File: src/rtl/nettlp_pkg.sv
// Shared NetTLP TX types: FIFO entry layout, header qword layouts, protocol constants.
package nettlp_pkg;

  localparam int unsigned PACKET_HDR_LEN    = 48;
  localparam int unsigned PACKET_HDR_QWORDS = PACKET_HDR_LEN / 8;

  localparam logic [15:0] ETH_P_IP     = 16'h0800;
  localparam logic [7:0]  IPPROTO_UDP  = 8'd17;
  localparam logic [15:0] IP_FRAG_DF   = 16'h4000;
  localparam logic [7:0]  IP_VER_IHL   = 8'h45;
  // IP(20)+UDP(8)+NetTLP(6) and UDP(8)+NetTLP(6) added to the TLP byte length
  localparam logic [15:0] IP_LEN_BASE  = 16'd34;
  localparam logic [15:0] UDP_LEN_BASE = 16'd14;

  typedef enum logic [1:0] {IDLE, HDR, BODY} tx_state_t;

  typedef logic [63:0] ETH_TDATA64;

  typedef struct packed {
    logic [22:0] rsvd;
    logic [10:0] tlp_len;
    logic        tlast;
    logic [7:0]  tkeep;
    logic [63:0] tdata;
  } PCIE_FIFO64_RX;

  typedef struct packed {
    logic [47:0] dst_mac;
    logic [15:0] src_mac_hi;
  } PACKET_QWORD0;

  typedef struct packed {
    logic [31:0] src_mac_lo;
    logic [15:0] ethertype;
    logic [7:0]  ver_ihl;
    logic [7:0]  tos;
  } PACKET_QWORD1;

  typedef struct packed {
    logic [15:0] tot_len;
    logic [15:0] id;
    logic [15:0] frag_off;
    logic [7:0]  ttl;
    logic [7:0]  protocol;
  } PACKET_QWORD2;

  typedef struct packed {
    logic [15:0] check;
    logic [31:0] src_ip;
    logic [15:0] dst_ip_hi;
  } PACKET_QWORD3;

  typedef struct packed {
    logic [15:0] dst_ip_lo;
    logic [15:0] src_port;
    logic [15:0] dst_port;
    logic [15:0] udp_len;
  } PACKET_QWORD4;

  typedef struct packed {
    logic [15:0] udp_check;
    logic [15:0] pktseq;
    logic [31:0] tstamp;
  } PACKET_QWORD5;

  function automatic logic [31:0] bswap32(input logic [31:0] x);
    return {x[7:0], x[15:8], x[23:16], x[31:24]};
  endfunction

  function automatic logic [63:0] bswap64(input logic [63:0] x);
    return {bswap32(x[31:0]), bswap32(x[63:32])};
  endfunction

endpackage

File: src/rtl/nettlp_ip_csum.sv
// Two-stage IPv4 header checksum over the latched per-packet fields.
module nettlp_ip_csum
  import nettlp_pkg::*;
#(
  parameter logic [7:0] TTL = 8'd64
) (
  input  logic        clk,
  input  logic        rst_n,
  input  logic [31:0] src_ip,
  input  logic [31:0] dst_ip,
  input  logic [15:0] tot_len,
  output logic [15:0] check
);

  logic [19:0] sum;
  logic [16:0] fold1;
  logic [15:0] fold2;

  always_comb begin
    fold1 = 17'(sum[15:0]) + 17'(sum[19:16]);
    fold2 = fold1[15:0] + 16'(fold1[16]);
  end

  // id and checksum words are zero and drop out of the sum
  always_ff @(posedge clk or negedge rst_n) begin
    if (!rst_n) begin
      sum   <= '0;
      check <= '0;
    end else begin
      sum   <= 20'({IP_VER_IHL, 8'h00}) + 20'(tot_len) + 20'(IP_FRAG_DF)
             + 20'({TTL, IPPROTO_UDP})
             + 20'(src_ip[31:16]) + 20'(src_ip[15:0])
             + 20'(dst_ip[31:16]) + 20'(dst_ip[15:0]);
      check <= ~fold2;
    end
  end

endmodule

File: src/rtl/nettlp_tx_encap.sv
// Wraps FIFO TLPs into Ethernet/IPv4/UDP/NetTLP frames on a 64-bit AXI4-Stream.
// Optional macro NETTLP_TSTAMP_EN: carry tstamp_in in the NetTLP header (else 0).
module nettlp_tx_encap
  import nettlp_pkg::*;
#(
  parameter logic [7:0]  TTL      = 8'd64,
  parameter int unsigned PKTSEQ_W = 10
) (
  input  logic         clk156,
  input  logic         sys_rst_n,
  input  logic [106:0] fifo_dout,
  input  logic         fifo_empty,
  output logic         fifo_rd_en,
  input  logic [47:0]  cfg_src_mac,
  input  logic [47:0]  cfg_dst_mac,
  input  logic [31:0]  cfg_src_ip,
  input  logic [31:0]  cfg_dst_ip,
  input  logic [15:0]  cfg_src_port,
  input  logic [15:0]  cfg_dst_port,
  input  logic [31:0]  tstamp_in,
  input  logic         m_axis_tready,
  output logic         m_axis_tvalid,
  output logic [63:0]  m_axis_tdata,
  output logic [7:0]   m_axis_tkeep,
  output logic         m_axis_tlast,
  output logic         m_axis_tuser,
  output logic         err_underrun
);

  tx_state_t           state;
  logic [2:0]          qidx;
  logic [PKTSEQ_W-1:0] seq;
  PCIE_FIFO64_RX       head;

  logic [47:0] hdr_src_mac, hdr_dst_mac;
  logic [31:0] hdr_src_ip, hdr_dst_ip;
  logic [15:0] hdr_src_port, hdr_dst_port;
  logic [15:0] hdr_tot_len, hdr_udp_len;
  logic [31:0] hdr_tstamp;
  logic [15:0] ip_check;

  PACKET_QWORD0 q0;
  PACKET_QWORD1 q1;
  PACKET_QWORD2 q2;
  PACKET_QWORD3 q3;
  PACKET_QWORD4 q4;
  PACKET_QWORD5 q5;
  ETH_TDATA64   hdr_qword;

  logic unused_fifo;

  assign head        = fifo_dout;
  assign unused_fifo = ^head.rsvd;

`ifdef NETTLP_TSTAMP_EN
  always_ff @(posedge clk156 or negedge sys_rst_n) begin
    if (!sys_rst_n)
      hdr_tstamp <= '0;
    else if (state == IDLE && !fifo_empty)
      hdr_tstamp <= tstamp_in;
  end
`else
  logic unused_tstamp;
  assign unused_tstamp = ^tstamp_in;
  assign hdr_tstamp    = '0;
`endif

  nettlp_ip_csum #(.TTL(TTL)) u_csum (
    .clk     (clk156),
    .rst_n   (sys_rst_n),
    .src_ip  (hdr_src_ip),
    .dst_ip  (hdr_dst_ip),
    .tot_len (hdr_tot_len),
    .check   (ip_check)
  );

  always_ff @(posedge clk156 or negedge sys_rst_n) begin
    if (!sys_rst_n) begin
      state        <= IDLE;
      qidx         <= '0;
      seq          <= '0;
      hdr_src_mac  <= '0;
      hdr_dst_mac  <= '0;
      hdr_src_ip   <= '0;
      hdr_dst_ip   <= '0;
      hdr_src_port <= '0;
      hdr_dst_port <= '0;
      hdr_tot_len  <= '0;
      hdr_udp_len  <= '0;
    end else begin
      case (state)
        IDLE: if (!fifo_empty) begin
          hdr_src_mac  <= cfg_src_mac;
          hdr_dst_mac  <= cfg_dst_mac;
          hdr_src_ip   <= cfg_src_ip;
          hdr_dst_ip   <= cfg_dst_ip;
          hdr_src_port <= cfg_src_port;
          hdr_dst_port <= cfg_dst_port;
          hdr_tot_len  <= IP_LEN_BASE + 16'(head.tlp_len);
          hdr_udp_len  <= UDP_LEN_BASE + 16'(head.tlp_len);
          qidx         <= '0;
          state        <= HDR;
        end
        HDR: if (m_axis_tready) begin
          if (qidx == 3'(PACKET_HDR_QWORDS - 1)) begin
            qidx  <= '0;
            state <= BODY;
          end else begin
            qidx <= qidx + 3'd1;
          end
        end
        BODY: if (m_axis_tready && !fifo_empty && head.tlast) begin
          seq   <= seq + PKTSEQ_W'(1);
          state <= IDLE;
        end
        default: state <= IDLE;
      endcase
    end
  end

  always_comb begin
    q0 = '{dst_mac: hdr_dst_mac, src_mac_hi: hdr_src_mac[47:32]};
    q1 = '{src_mac_lo: hdr_src_mac[31:0], ethertype: ETH_P_IP,
           ver_ihl: IP_VER_IHL, tos: 8'h00};
    q2 = '{tot_len: hdr_tot_len, id: 16'h0000, frag_off: IP_FRAG_DF,
           ttl: TTL, protocol: IPPROTO_UDP};
    q3 = '{check: ip_check, src_ip: hdr_src_ip, dst_ip_hi: hdr_dst_ip[31:16]};
    q4 = '{dst_ip_lo: hdr_dst_ip[15:0], src_port: hdr_src_port,
           dst_port: hdr_dst_port, udp_len: hdr_udp_len};
    q5 = '{udp_check: 16'h0000, pktseq: 16'(seq), tstamp: hdr_tstamp};
    case (qidx)
      3'd0:    hdr_qword = q0;
      3'd1:    hdr_qword = q1;
      3'd2:    hdr_qword = q2;
      3'd3:    hdr_qword = q3;
      3'd4:    hdr_qword = q4;
      default: hdr_qword = q5;
    endcase
  end

  // Outputs decode from registered state so reset forces them low at once
  always_comb begin
    m_axis_tvalid = 1'b0;
    m_axis_tdata  = '0;
    m_axis_tkeep  = '0;
    m_axis_tlast  = 1'b0;
    m_axis_tuser  = 1'b0;
    fifo_rd_en    = 1'b0;
    err_underrun  = 1'b0;
    case (state)
      HDR: begin
        m_axis_tvalid = 1'b1;
        m_axis_tdata  = bswap64(hdr_qword);
        m_axis_tkeep  = '1;
      end
      BODY: begin
        m_axis_tvalid = !fifo_empty;
        m_axis_tdata  = {bswap32(head.tdata[63:32]), bswap32(head.tdata[31:0])};
        m_axis_tkeep  = head.tkeep;
        m_axis_tlast  = head.tlast;
        fifo_rd_en    = m_axis_tready && !fifo_empty;
        err_underrun  = fifo_empty;
      end
      default: ;
    endcase
  end

endmodule

File: config.mk
export PLATFORM = sky130hd
export DESIGN_NAME = nettlp_tx_encap
export DESIGN_NICKNAME = d
export VERILOG_FILES = /design/src/rtl/nettlp_pkg.sv /design/src/rtl/nettlp_ip_csum.sv /design/src/rtl/nettlp_tx_encap.sv
export SDC_FILE = /design/constraint.sdc
export NUM_CORES = 1
export LEC_CHECK = 0
export ABC_CLOCK_PERIOD_IN_PS = 5390
export BUFFER_PORTS_ARGS = -buffer_cell sky130_fd_sc_hd__buf_2
export CORE_MARGIN = 4
export CORE_UTILIZATION = 54
export CTS_CLUSTER_SIZE = 25
export DETAILED_ROUTE_END_ITERATION = 8
export GPL_ROUTABILITY_DRIVEN = 0
export PLACE_DENSITY = 0.83
export SLEW_MARGIN = 0
export SYNTH_ARGS = -nofsm -noshare
export SYNTH_HDL_FRONTEND = slang
export SYNTH_SLANG_ARGS = --single-unit
File: constraint.sdc
create_clock -name clk156 -period 5.39 [get_ports clk156]
set_input_delay 0 -clock clk156 [delete_from_list [all_inputs] [get_ports clk156]]
set_output_delay 0 -clock clk156 [all_outputs]
set_load 0.005 [all_outputs]
; After elaboration in Yosys (flattened, before gate mapping)
; Cells that the tools add are included.
[totals]
ff_bits = 275
inputBits = 335
out_inout_bits = 77
word_cells = 65
[classes]
add_sub_neg = 13
eq_ne = 11
n_mux = 16
bitwise = 2
reduce_logical = 10
[op_table]
columns = cell, count
row1 = one-hot mux 64 bit (5 select lines), 1
row2 = one-hot mux 64 bit (2 select lines), 1
row3 = adder 20 x 16 -> 20 bit, 4
row4 = adder 20 x 15 -> 20 bit (second input constant), 2
row5 = adder 15 x 16 -> 17 bit (first input constant), 1
row6 = adder 16 x 4 -> 17 bit, 1
row7 = adder 16 x 1 -> 16 bit, 1
row8 = NOT 16 bit, 1
row9 = one-hot mux 8 bit (2 select lines), 1
row10 = adder 4 x 11 -> 12 bit (first input constant), 1
row11 = adder 6 x 11 -> 12 bit (first input constant), 1
row12 = adder 10 x 1 -> 10 bit (second input constant), 1
row13 = 2-to-1 mux 3 bit, 3
row14 = 2-to-1 mux 2 bit, 4
row15 = != test 2 bit (second input constant), 4
row16 = == test 3 x 2 -> 1 bit (second input constant), 2
row17 = == test 3 bit (second input constant), 2
row18 = one-hot mux 2 bit (3 select lines), 1
row19 = one-hot mux 3 bit (2 select lines), 1
row20 = AND reduction 2 bit, 2
row21 = AND reduction 4 bit, 1
row22 = adder 3 x 1 -> 3 bit (second input constant), 1
row23 = == test 3 x 1 -> 1 bit (second input constant), 1
row24 = logical NOT 3 bit, 1
row25 = 10 further kinds, 13

; Longest topological paths before layout
[logic_depth]
word_depth = 7
ltp_mapped = 18
ltp_nobuf = 18

; Cells and area by module
; Synthesis repeated with hierarchy kept, for this count alone.
[unflattened]
cells_unflattened = 1878
hier_area_um2 = 15673.8
[by_module_without_submodules]
columns = mod, n_inst, cells_per_inst, area_each_um2, seq_area_each_um2
row1 = nettlp_tx_encap, 1, 1453, 11752.5, 5730.5
row2 = nettlp_ip_csum, 1, 425, 3921.3, 875.8

; Worst setup path after synthesis
; Ideal clock, no wire load.
[synth_path]
path_kind = reg-to-reg
from = reg hdr_tot_len[8]
to = reg u_csum.sum[17]
setup_time_ns = 0.080
t_arrival_ns = 3.980
required_ns = 5.310
setup_slack_ns = 1.330
path_stages_with_launch = 17
path_buffers = 0
period_less_slack_ns = 4.060
cell_sequence = dfrtp_1 ha_1 xnor2_1 fa_1 inv_1 fa_1 fa_1 inv_1 ha_1 a21o_1 a21o_1 a221oi_1 o21ai_1 nand2_1 o21ai_1 a21oi_1 xnor2_1
[synth_via]
elab_chain_len = 7
[synth_lines]
columns = item, line
row1 = "start, declared", nettlp_tx_encap.sv:38  ; logic [15:0] hdr_tot_len, hdr_udp_len;
row2 = "start signal, assigned", nettlp_tx_encap.sv:99  ; hdr_tot_len <= IP_LEN_BASE + 16'(head.tlp_len);
row3 = adder 15 x 16 -> 17 bit, nettlp_ip_csum.sv:30  ; sum <= 20'({IP_VER_IHL, 8'h00}) + 20'(tot_len) + 20'(IP_FRAG_DF)
row4 = adder 20 x 15 -> 20 bit, nettlp_ip_csum.sv:30
row5 = adder 20 x 15 -> 20 bit, nettlp_ip_csum.sv:31  ; + 20'({TTL, IPPROTO_UDP})
row6 = adder 20 x 16 -> 20 bit (2 in series), nettlp_ip_csum.sv:32  ; + 20'(src_ip[31:16]) + 20'(src_ip[15:0])
row7 = adder 20 x 16 -> 20 bit (2 in series), nettlp_ip_csum.sv:33  ; + 20'(dst_ip[31:16]) + 20'(dst_ip[15:0]);
row8 = "end signal, assigned", nettlp_ip_csum.sv:30
row9 = "end, declared", nettlp_ip_csum.sv:15  ; logic [19:0] sum;
; No other way between the ends.
; A chain may end at the register's enable or synchronous reset.

; Final worst setup path
; Same ends and word-level chain as after synthesis.

==> impl_metrics.toml <==
[cts]
clk_pin_slew_worst_paths_ns = 0.06
cts_sinks = 264
clock-root-buffer = "clkbuf_16"
post_cts_resized = 0
clk_latency_ns = 0.56
clk_path_buf_depth = 3
cts_buffers = 29
cts_tree = "done"
cts_setup_buffers = 0
cts-hold-fix-buffers = 215
htreeDepth = 1

[floorplanning]
die_h_um = 176.1
dieWidth_um = 176.1
row_count = 61
dieArea_um2 = 31010
core_um2 = 27860
io_pins = 412
start_util_pct = 54.77

[detailed_routing]
routed_via_density = 5.764
firstDrtPassIters = 9
routed-wl-met3_um = 6637
ant_nets = 0
drt_iter0_drc = 1909
wirelength_um = 57340
wl_met2_um = 25850
drc = 0
routed-via-count = 15710
dr.max_layer_used = "met5"
wl_met1_um = 21050
wl_per_cell_um = 21.04

[run_status]
status = "completed"

[synth]
syn-cell-area_um2 = 15260
syn-num-nets = 2245
synth-edff-count = 0
syn_inst = 1816
synth_area_leader_cell = "dfrtp_1"
yosys-top-cells-area = "dfrtp_1, nand2_1, fa_1"
yosys_warnings = 0
ys_seq_elements = 264
synth.top_cell.area_share_pct = 43.30
synth-seq-area-share_pct = 43.30
yosys.cell_types.count = 61
async_reset_ff_share_pct = 100.0
syn_avg_cell_area_um2 = 8.402
yosys_most_used_dff = "dfrtp_1"

[power]
ir_worst_vdd_uv = 717.5
power_density_nw_per_um2 = 826.1
leakage_nw = 10.29

[layout]
area_delta_synth_final_pct = 33.61
multi_input_area_um2 = 7810
final_nets = 2746
seqCellArea_um2 = 6606
drive_above_1_share_pct = 18.65
nFillCells = 1820

[timing]
rsz0062_at_grt = "false"
worstMarginPinSlew_ns = 1.174
fmax_mhz = 222.3
drv_slew = 0
hold_violations = 0
slew_headroom_pct = 21.74
whs_ns = 0.1045
fin_crit_ns = 4.499
period_share_pct = 83.47
setup_violations = 0
finalClockSkew_ns = 0.01597
tns_ns = 0

[job]
maxCapViolations = 0

[critical_path]
end_kind = "flop"
cp.required_ns = 5.87
path_cells = "ha_1, xnor2_1, fa_1, inv_1, fa_1, fa_1, inv_1, ha_1, a21o_1, a21o_1, a221oi_1, o21ai_1, nand2_1, o21ai_1, a21oi_1, xnor2_1"
cpMostUsedCell = "fa_1"
start_kind = "flop"
criticalPathCategory = "flop to flop"
cp_max_fo = 5
cpPeakStageDelay_ns = 0.54
cp_data_arrival_time_ns = 4.98
slowest_stage = "fa_1"

[grt]
grt_use_total_pct = 36.07
grt_pass1_wl_um = 87910
grt_max_degree = 136
grt_pass1_vias = 16000
grt_overflow = 0
antenna_found_initial = 9

[place]
dp_hpwl_um = 36260
portBuffers = 355

[min_path]
hold_class = "primary input to flop"
power breakdown:
part	total, mW	internal, mW	switching [mW]
clock network	2.00	1.16	0.839
logic	10.9	4.52	6.38
registers	3.94	3.06	0.879
total	16.8	8.74	8.10
synthesized netlist by cell type, types with 2 or more instances:
cell        n
clkbuf_1  105
a22oi_1    80
a21o_1      8
o21ai_1     5
o22ai_1     2
buf_4       3
and2_1     35
a21oi_1    56
nand4_1     7
a222oi_1   22
a31oi_1     6
nand2b_1    8
mux2i_1    13
dfrtp_1   264
o211ai_1    4
nand3b_1    3
a21oi_2     2
o21a_1     11
and3_1      7
ha_1       48
nand2_1   634
xor2_1     28
a221oi_1    2
buf_2       2
nor2b_1    50
and4_1      2
xnor2_1    29
nor3_1     14
a211oi_1    4
or3_1       2
nor2_1     43
o21ai_0    98
buf_1       3
inv_1     118
nand3_1    27
fa_1       46
critical path: cells and delay by family (launching register included):
family	cells	cell delay [ns]
adders and majority gates	5	2.17
buffers and inverters	2	0.12
and+or+nand+nor	1	0.14
xor gates and xnor gates	2	0.27
DFF	1	0.45
AOI/OAI and AO/OA	6	1.25
stage by stage:
step / utilization [%] / power, mW / setup slack (ns) / cell area (um^2) / std cells
floorplan: - / 11.33 / 1.330 / 15260 / 1816
global placement: 61.96 / 13.59 / 1.135 / 17260 / 2449
detailed placement: 61.96 / 14.21 / 0.9516 / 17260 / 2449
CTS: 73.09 / 16.45 / 0.9007 / 20360 / 2716
global route: 73.14 / 18.19 / 0.6411 / 20370 / 2721
finish: 73.17 / 16.84 / 0.8908 / 20380 / 2725
cells by family after synthesis:
logic type	after synthesis	share of synthesized area, %
simple gates	839	23.15
buf+inv	232	5.847
compound gates	315	13.51
xor+xnor	57	3.272
other cells	1	0.02458
mux	14	0.9266
fa+ha+maj	94	9.972
flops	264	43.30
flip-flops by register name, summed over array words and instances (netlist names):
signal	count
hdr_dst_mac	48
hdr_src_mac	48
hdr_dst_ip	32
hdr_src_ip	32
u_csum.sum	19
hdr_dst_port	16
hdr_src_port	16
u_csum.check	16
hdr_udp_len	12
hdr_tot_len	10
seq	10
qidx	3
state	2
worst paths after layout:
kind	start	endpoint	slack [ns]	depth (start not counted)
max	hdr_tot_len[8]	u_csum.sum[17]	0.89	16
min	fifo_empty	state[1]	0.10	5
max reg2reg	hdr_tot_len[8]	u_csum.sum[17]	0.89	16
min reg2reg	hdr_src_mac[8]	hdr_src_mac[8]	0.47	2
max in group asynchronous	sys_rst_n	hdr_src_ip[10]	3.90	3
min in group asynchronous	sys_rst_n	hdr_src_mac[11]	0.18	2
cells in the final DEF (no fill, tap or decap), types with 3 or more instances in the layout:
cell type / count
nand2_1: 634
buf_2: 354
dfrtp_1: 264
dlygate4sd3_1: 215
inv_1: 118
o21ai_0: 98
a22oi_1: 80
a21oi_1: 56
nor2b_1: 49
fa_1: 46
ha_1: 45
nor2_1: 43
and2_1: 35
xnor2_1: 29
clkbuf_16: 29
xor2_1: 28
nand3_1: 27
a222oi_1: 22
mux2i_1: 13
nor3_1: 12
o21a_1: 11
buf_4: 11
diode_2: 9
clkinv_2: 9
a21o_1: 8
and3_1: 7
nand4_1: 7
a31oi_1: 6
nand2b_1: 6
clkbuf_8: 6
o21ai_1: 5
a211oi_1: 4
o211ai_1: 4
nand3b_1: 3
clkbuf_1: 3
buf_12: 3
per-layer routing:
metal | GRT usage, % | vias up
met4 | 19.56 | 4
met1 | 45.40 | 7371
met3 | 9.957 | 257
li1 | - | 6925
met2 | 56.88 | 1149
met5 | 0 | -
layout make-up:
type | count | area share, %
multi-input cells | 1320 | 38.31
well taps | 378 | 2.320
repair buffers | 584 | 20.02
inverters | 118 | 2.173
diodes | 9 | 0.1105
clock buffers | 38 | 4.020
flip-flops and latches | 264 | 32.41
clock inverters | 14 | 0.6322
No activity file was read; power rests on OpenSTA's default activity.
